==> src/rtl/mux_pkg.sv <==
// mux_pkg: shared limits and types for the select-and-register block.
//   MAX_IN              largest supported input count
//   MAX_STAGES          largest supported pipeline depth
//   FLUSH_BIT_DEFAULT   bit replicated to form the default flush/reset data
//   stage_flags_t       qualifier bits carried alongside each stage's data
package mux_pkg;

    localparam int   MAX_IN            = 16;
    localparam int   MAX_STAGES        = 4;
    localparam logic FLUSH_BIT_DEFAULT = 1'b0;

    typedef struct packed {
        logic valid;
        logic err;
    } stage_flags_t;

endpackage

==> src/rtl/mux_pipe_stage.sv <==
// mux_pipe_stage: one {data, valid, err} pipeline register.
//   clk, rst_n     clock and asynchronous active-low reset
//   flush          load FLUSH_VAL / invalid bubble (wins over stall)
//   stall          hold current contents
//   load_data      next data from the previous stage
//   load_valid     next valid from the previous stage
//   load_err       next err from the previous stage
//   data, valid, err   registered stage contents
module mux_pipe_stage
    import mux_pkg::*;
#(
    parameter int               WIDTH     = 32,
    parameter logic [WIDTH-1:0] FLUSH_VAL = {WIDTH{FLUSH_BIT_DEFAULT}}
) (
    input  logic             clk,
    input  logic             rst_n,
    input  logic             flush,
    input  logic             stall,
    input  logic [WIDTH-1:0] load_data,
    input  logic             load_valid,
    input  logic             load_err,
    output logic [WIDTH-1:0] data,
    output logic             valid,
    output logic             err
);

    always_ff @(posedge clk or negedge rst_n) begin
        if (!rst_n) begin
            data  <= FLUSH_VAL;
            valid <= 1'b0;
            err   <= 1'b0;
        end else if (flush) begin
            data  <= FLUSH_VAL;
            valid <= 1'b0;
            err   <= 1'b0;
        end else if (!stall) begin
            data  <= load_data;
            valid <= load_valid;
            err   <= load_err;
        end
    end

endmodule

==> src/rtl/mux_pipe_reg.sv <==
// mux_pipe_reg: N-way binary-select mux followed by a STAGES-deep register
// pipeline with valid tracking, stall, flush and out-of-range select flagging.
//   clk, rst_n   clock and asynchronous active-low reset
//   in_data      NUM_IN flattened inputs, input k at [k*WIDTH +: WIDTH]
//   sel          binary select, sampled together with in_data
//   in_valid     qualifies in_data/sel this cycle
//   stall        hold every stage; inputs presented meanwhile are dropped
//   flush        clear every stage to a bubble (wins over stall)
//   out_data     last-stage data
//   out_valid    last-stage valid
//   sel_err      last-stage entry was captured with sel >= NUM_IN
module mux_pipe_reg
    import mux_pkg::*;
#(
    parameter int               WIDTH     = 32,
    parameter int               NUM_IN    = 4,
    parameter int               STAGES    = 1,
    parameter logic [WIDTH-1:0] FLUSH_VAL = {WIDTH{FLUSH_BIT_DEFAULT}},
    localparam int              SEL_W     = $clog2(NUM_IN)
) (
    input  logic                    clk,
    input  logic                    rst_n,
    input  logic [NUM_IN*WIDTH-1:0] in_data,
    input  logic [SEL_W-1:0]        sel,
    input  logic                    in_valid,
    input  logic                    stall,
    input  logic                    flush,
    output logic [WIDTH-1:0]        out_data,
    output logic                    out_valid,
    output logic                    sel_err
);

    generate
        if (NUM_IN < 2 || NUM_IN > MAX_IN) begin : g_bad_num_in
            $error("mux_pipe_reg: NUM_IN must be in 2..16");
        end
        if (STAGES < 1 || STAGES > MAX_STAGES) begin : g_bad_stages
            $error("mux_pipe_reg: STAGES must be in 1..4");
        end
    endgenerate

    typedef struct packed {
        logic             valid;
        logic             err;
        logic [WIDTH-1:0] data;
    } stage_t;

    // One extra bit so that NUM_IN == 2**SEL_W is representable in the compare.
    localparam logic [SEL_W:0] NUM_IN_W = (SEL_W + 1)'(NUM_IN);

    logic [WIDTH-1:0] in_arr [NUM_IN];
    logic [SEL_W:0]   sel_ext;
    logic             in_range;
    logic [WIDTH-1:0] sel_data;

    for (genvar k = 0; k < NUM_IN; k++) begin : g_unpack
        assign in_arr[k] = in_data[k*WIDTH +: WIDTH];
    end

    assign sel_ext  = {1'b0, sel};
    assign in_range = (sel_ext < NUM_IN_W);

    // Out-of-range selects fall back to input 0; the err bit records it.
    always_comb begin
        sel_data = in_arr[0];
        for (int k = 1; k < NUM_IN; k++) begin
            if (sel_ext == (SEL_W + 1)'(k)) sel_data = in_arr[k];
        end
    end

    // pipe[0] is the combinational select result; pipe[1..STAGES] are registers.
    stage_t pipe [STAGES+1];

    assign pipe[0] = '{valid: in_valid,
                       err:   in_valid & ~in_range,
                       data:  sel_data};

    for (genvar g = 1; g <= STAGES; g++) begin : g_stage
        mux_pipe_stage #(
            .WIDTH     (WIDTH),
            .FLUSH_VAL (FLUSH_VAL)
        ) u_stage (
            .clk        (clk),
            .rst_n      (rst_n),
            .flush      (flush),
            .stall      (stall),
            .load_data  (pipe[g-1].data),
            .load_valid (pipe[g-1].valid),
            .load_err   (pipe[g-1].err),
            .data       (pipe[g].data),
            .valid      (pipe[g].valid),
            .err        (pipe[g].err)
        );
    end

    assign out_data  = pipe[STAGES].data;
    assign out_valid = pipe[STAGES].valid;
    assign sel_err   = pipe[STAGES].err;

endmodule

==> config.mk <==
export PLATFORM = sky130hd
export DESIGN_NAME = mux_pipe_reg
export DESIGN_NICKNAME = d
export VERILOG_FILES = /design/src/rtl/mux_pkg.sv /design/src/rtl/mux_pipe_stage.sv /design/src/rtl/mux_pipe_reg.sv
export SDC_FILE = /design/constraint.sdc
export NUM_CORES = 1
export LEC_CHECK = 0
export ABC_CLOCK_PERIOD_IN_PS = 1100
export BUFFER_PORTS_ARGS = -buffer_cell sky130_fd_sc_hd__buf_2
export CORE_ASPECT_RATIO = 0.7
export CORE_MARGIN = 3
export CORE_UTILIZATION = 35
export DETAILED_ROUTE_END_ITERATION = 16
export PLACE_DENSITY = 0.72
export SYNTH_ARGS = -nofsm -noshare
export SYNTH_HDL_FRONTEND = slang
export SYNTH_HIERARCHICAL = 1
export SYNTH_SLANG_ARGS = --single-unit
==> constraint.sdc <==
create_clock -name clk -period 1.1 [get_ports clk]
set_input_delay 0.055 -clock clk [delete_from_list [all_inputs] [get_ports clk]]
set_output_delay 0.055 -clock clk [all_outputs]
set_load 0.005 [all_outputs]
# Word-level counts from Yosys, hierarchy flattened
# Cells that the tools add are included.
# word_totals
wordCells	19
regBits	34
output_inout_bits	34
# classes
bitwise	2
magnitude_cmp	1
n_mux	9
eq_ne	4
# op_table
operator	count
$mux 32	5
$eq 2x2->1 const B	2
$mux 1	4
$lt 2x3->1 const B	1
$eq 2x1->1 const B	1
$ne 2x1->1 const B	1
$and 1x1->1	1
$not 1->1	1

# Logic depth before layout (Yosys ltp)
# logic_depth
depth_word	6
ltp_mapped	5
depth_no_buf	3

# By module
# The synthesis kept the hierarchy.
# by_module_without_submodules
mod	n_inst	seq_area_each_um2	area_per_inst_um2	cells_each
mux_pipe_stage	1	850.8	1408.9	110
mux_pipe_reg	1	0.0	818.3	40

# Worst setup path after synthesis
# OpenSTA, ideal clock, no wires.
# synth_timing
kind	input to register
from	input port sel[0]
to	register g_stage[1].u_stage.data[25]
setup_time_ns	0.125
arrival_ns	0.964
path_stages	5
setup_slack_ns	0.010
path_cell_list	buf_6 > buf_12 > mux4_2 > mux2i_1 > nor2_1
# synth_lines
element	line_no	rtl
start, declared	mux_pipe_reg.sv:24	input logic [SEL_W-1:0] sel,
end signal, assigned	mux_pipe_stage.sv:37	data <= load_data;
end, declared	mux_pipe_stage.sv:22	output logic [WIDTH-1:0] data,

==> results.cfg <==
[critical_path]
startpoint_type = input pin
critical_path_arrival_ps = 1150
max_stage_delay_ps = 520
end_kind = register
critPathTopFamily = multiplexers
worstPathMaxFanout = 20
slowest_stage = mux4_2
worstPathRequired_ps = 1260
path_cells = buf_2 -> buf_12 -> mux4_2 -> mux2i_1 -> nor2_1
crit_type = input pin to register
crit_buf_inv = 2

[timing]
hold_ws_ps = 38.4
finalHoldViolCount = 0
setup_viol = 0
fmax_mhz = 1010
slew_violations = 0
fin_crit_ps = 987
setup_slack_ps = 113
finalClockSkew_ps = 0
grt_setup_unrepaired = false
fin_crit_sh = 0.897

[cts]
cts_root_buf = clkbuf_8
holdBufCountCts = 1
clk_pin_slew_worst_paths_ps = 60
htree_levels = 2
clk_latency_ps = 270
numClockSinks = 34
cts_buffers = 5
postCtsSetupBuffers = 0
cts_tree = built
cts_resized = 0
cts_buffer_depth = 2

[place]
hpwl_um = 4890
gp_congestion = 0.721
port-buffer-count = 168
dp_cells = 386
place_ws_ps = -207

[route]
drc = 0
wl_per_cell_um = 15.5
ant_nets = 0
initialDrtViolationCount = 31
wirelength_um = 6090
drtPass1Iterations = 4
vias_per_cell = 4.88
vias = 1922

[grt]
grtUsageTotal = 0.171
grt_pass1_wl_um = 9850
grt_overflow = 0
antenna_found_initial = 0
grt_pass1_vias = 2165
grt_max_degree = 35

[synth]
async_reset_ff_frac = 1.00
synth-edff-count = 0
synth_flop_cell = dfrtp_1
ys_seq_area_frac = 0.382
syn_area_per_cell_um2 = 14.8
syn_inst = 150
yosys_warnings = 6
yosys-top-cells-area = dfrtp_1, mux4_2, mux2i_1
synth_area_um2 = 2230
ys_top_cells_by_count = dfrtp_1, mux2i_1, nor2_1
synthDominantCellAreaShare = 0.382
synthDistinctLibCells = 10
yosysTopAreaCell = dfrtp_1
syn_nets = 285
yosys_register_bits = 34

[run]
max_cap_viol_count = 0

[cells_and_area]
diodes = 0
areaGrowthSynthToFinish_pct = 44.0
layout-drive-gt1-share = 0.661
fin_nets = 454
layoutNonFillerInstCount = 394

[power_and_ir_drop]
power.density_nw_per_um2 = 966
power_leakage_nw = 1.74
ir_drop_mv = 0.388
power_mw = 3.10

[floorplanning]
fp.coreArea_um2 = 5930
die_h_um = 72.7
io_pins = 169
dieArea_um2 = 7370
start_util = 0.376
std_cell_rows = 23
dieWidth_um = 101

[min_path]
hp-class = input pin to register

[run_status]
status = finished, final reports clean
## metrics by stage
stage	utilization	setup TNS [ps]	area, um^2
floorplan	-	0	2230
global placement	0.526	-3500	3120
detailed placement	0.526	-4770	3120
CTS	0.541	0	3210
global route	0.541	0	3210
finish	0.541	0	3210
## cells in the final DEF, fill, tap and decap left out
cell	instances
buf_12	6
nor2_1	34
mux2i_1	34
clkbuf_1	2
dlygate4sd3_1	1
mux4_1	2
clkbuf_8	5
conb_1	1
mux4_2	30
dfrtp_1	34
buf_4	2
buf_2	168
## path summary, 6_finish.rpt
kind	from	end	slack [ps]	depth (start not counted)
worst max-delay path	sel[0]	g_stage[1].u_stage/data[18]$_DFFE_PN0P_	110	5
worst min-delay path	in_valid	g_stage[1].u_stage/valid$_DFFE_PN0P_	40	3
worst max register to register	g_stage[1].u_stage/data[28]$_DFFE_PN0P_	g_stage[1].u_stage/data[28]$_DFFE_PN0P_	370	2
worst min register to register	g_stage[1].u_stage/data[6]$_DFFE_PN0P_	g_stage[1].u_stage/data[6]$_DFFE_PN0P_	520	2
max in group asynchronous	rst_n	g_stage[1].u_stage/data[27]$_DFFE_PN0P_	500	3
min in group asynchronous	rst_n	g_stage[1].u_stage/data[1]$_DFFE_PN0P_	190	2
## cells by family (layout without fill, tap and decap cells)
family / after synthesis / after routing / synth area share
flops: 34 / 34 / 0.382
buf+inv: 15 / 184 / 0.0792
other cells: 1 / 1 / 0.00168
simple gates: 34 / 34 / 0.0573
mux: 66 / 66 / 0.480
## tightest hold or removal path: cells and delay by family
| family | cells | cell delay, ps |
|---|---|---|
| buf+inv | 1 | 70 |
| mux | 1 | 50 |
| simple gates | 1 | 90 |
## registers in the layout, indices dropped and copies added, names as in the netlist
signal,flops
g_stage.u_stage/data,32
g_stage.u_stage/err,1
g_stage.u_stage/valid,1
## power by group
part / total [mW] / internal, mW / switching [mW]
logic: 0.881 / 0.543 / 0.338
clock network: 0.830 / 0.435 / 0.394
registers: 1.39 / 1.34 / 0.0462
## final cells by class
| type | instances | area, um^2 |
|---|---|---|
| repair buffers | 177 | 986 |
| well taps | 75 | 93.8 |
| clock buffers | 7 | 76.3 |
| flip-flops and latches | 34 | 851 |
| fillers | 553 | 2720 |
| multi-input cells | 101 | 1200 |
## layer usage
metal  vias to the layer above  part of all wire  track usage
met1                       923              0.38        0.194
met4                         0            0.0046       0.0354
met2                        89              0.53        0.320
met5                         -                 0            0
met3                         2             0.088       0.0487
li1                        908                 -            -
Power figures use the tool's default switching activity.
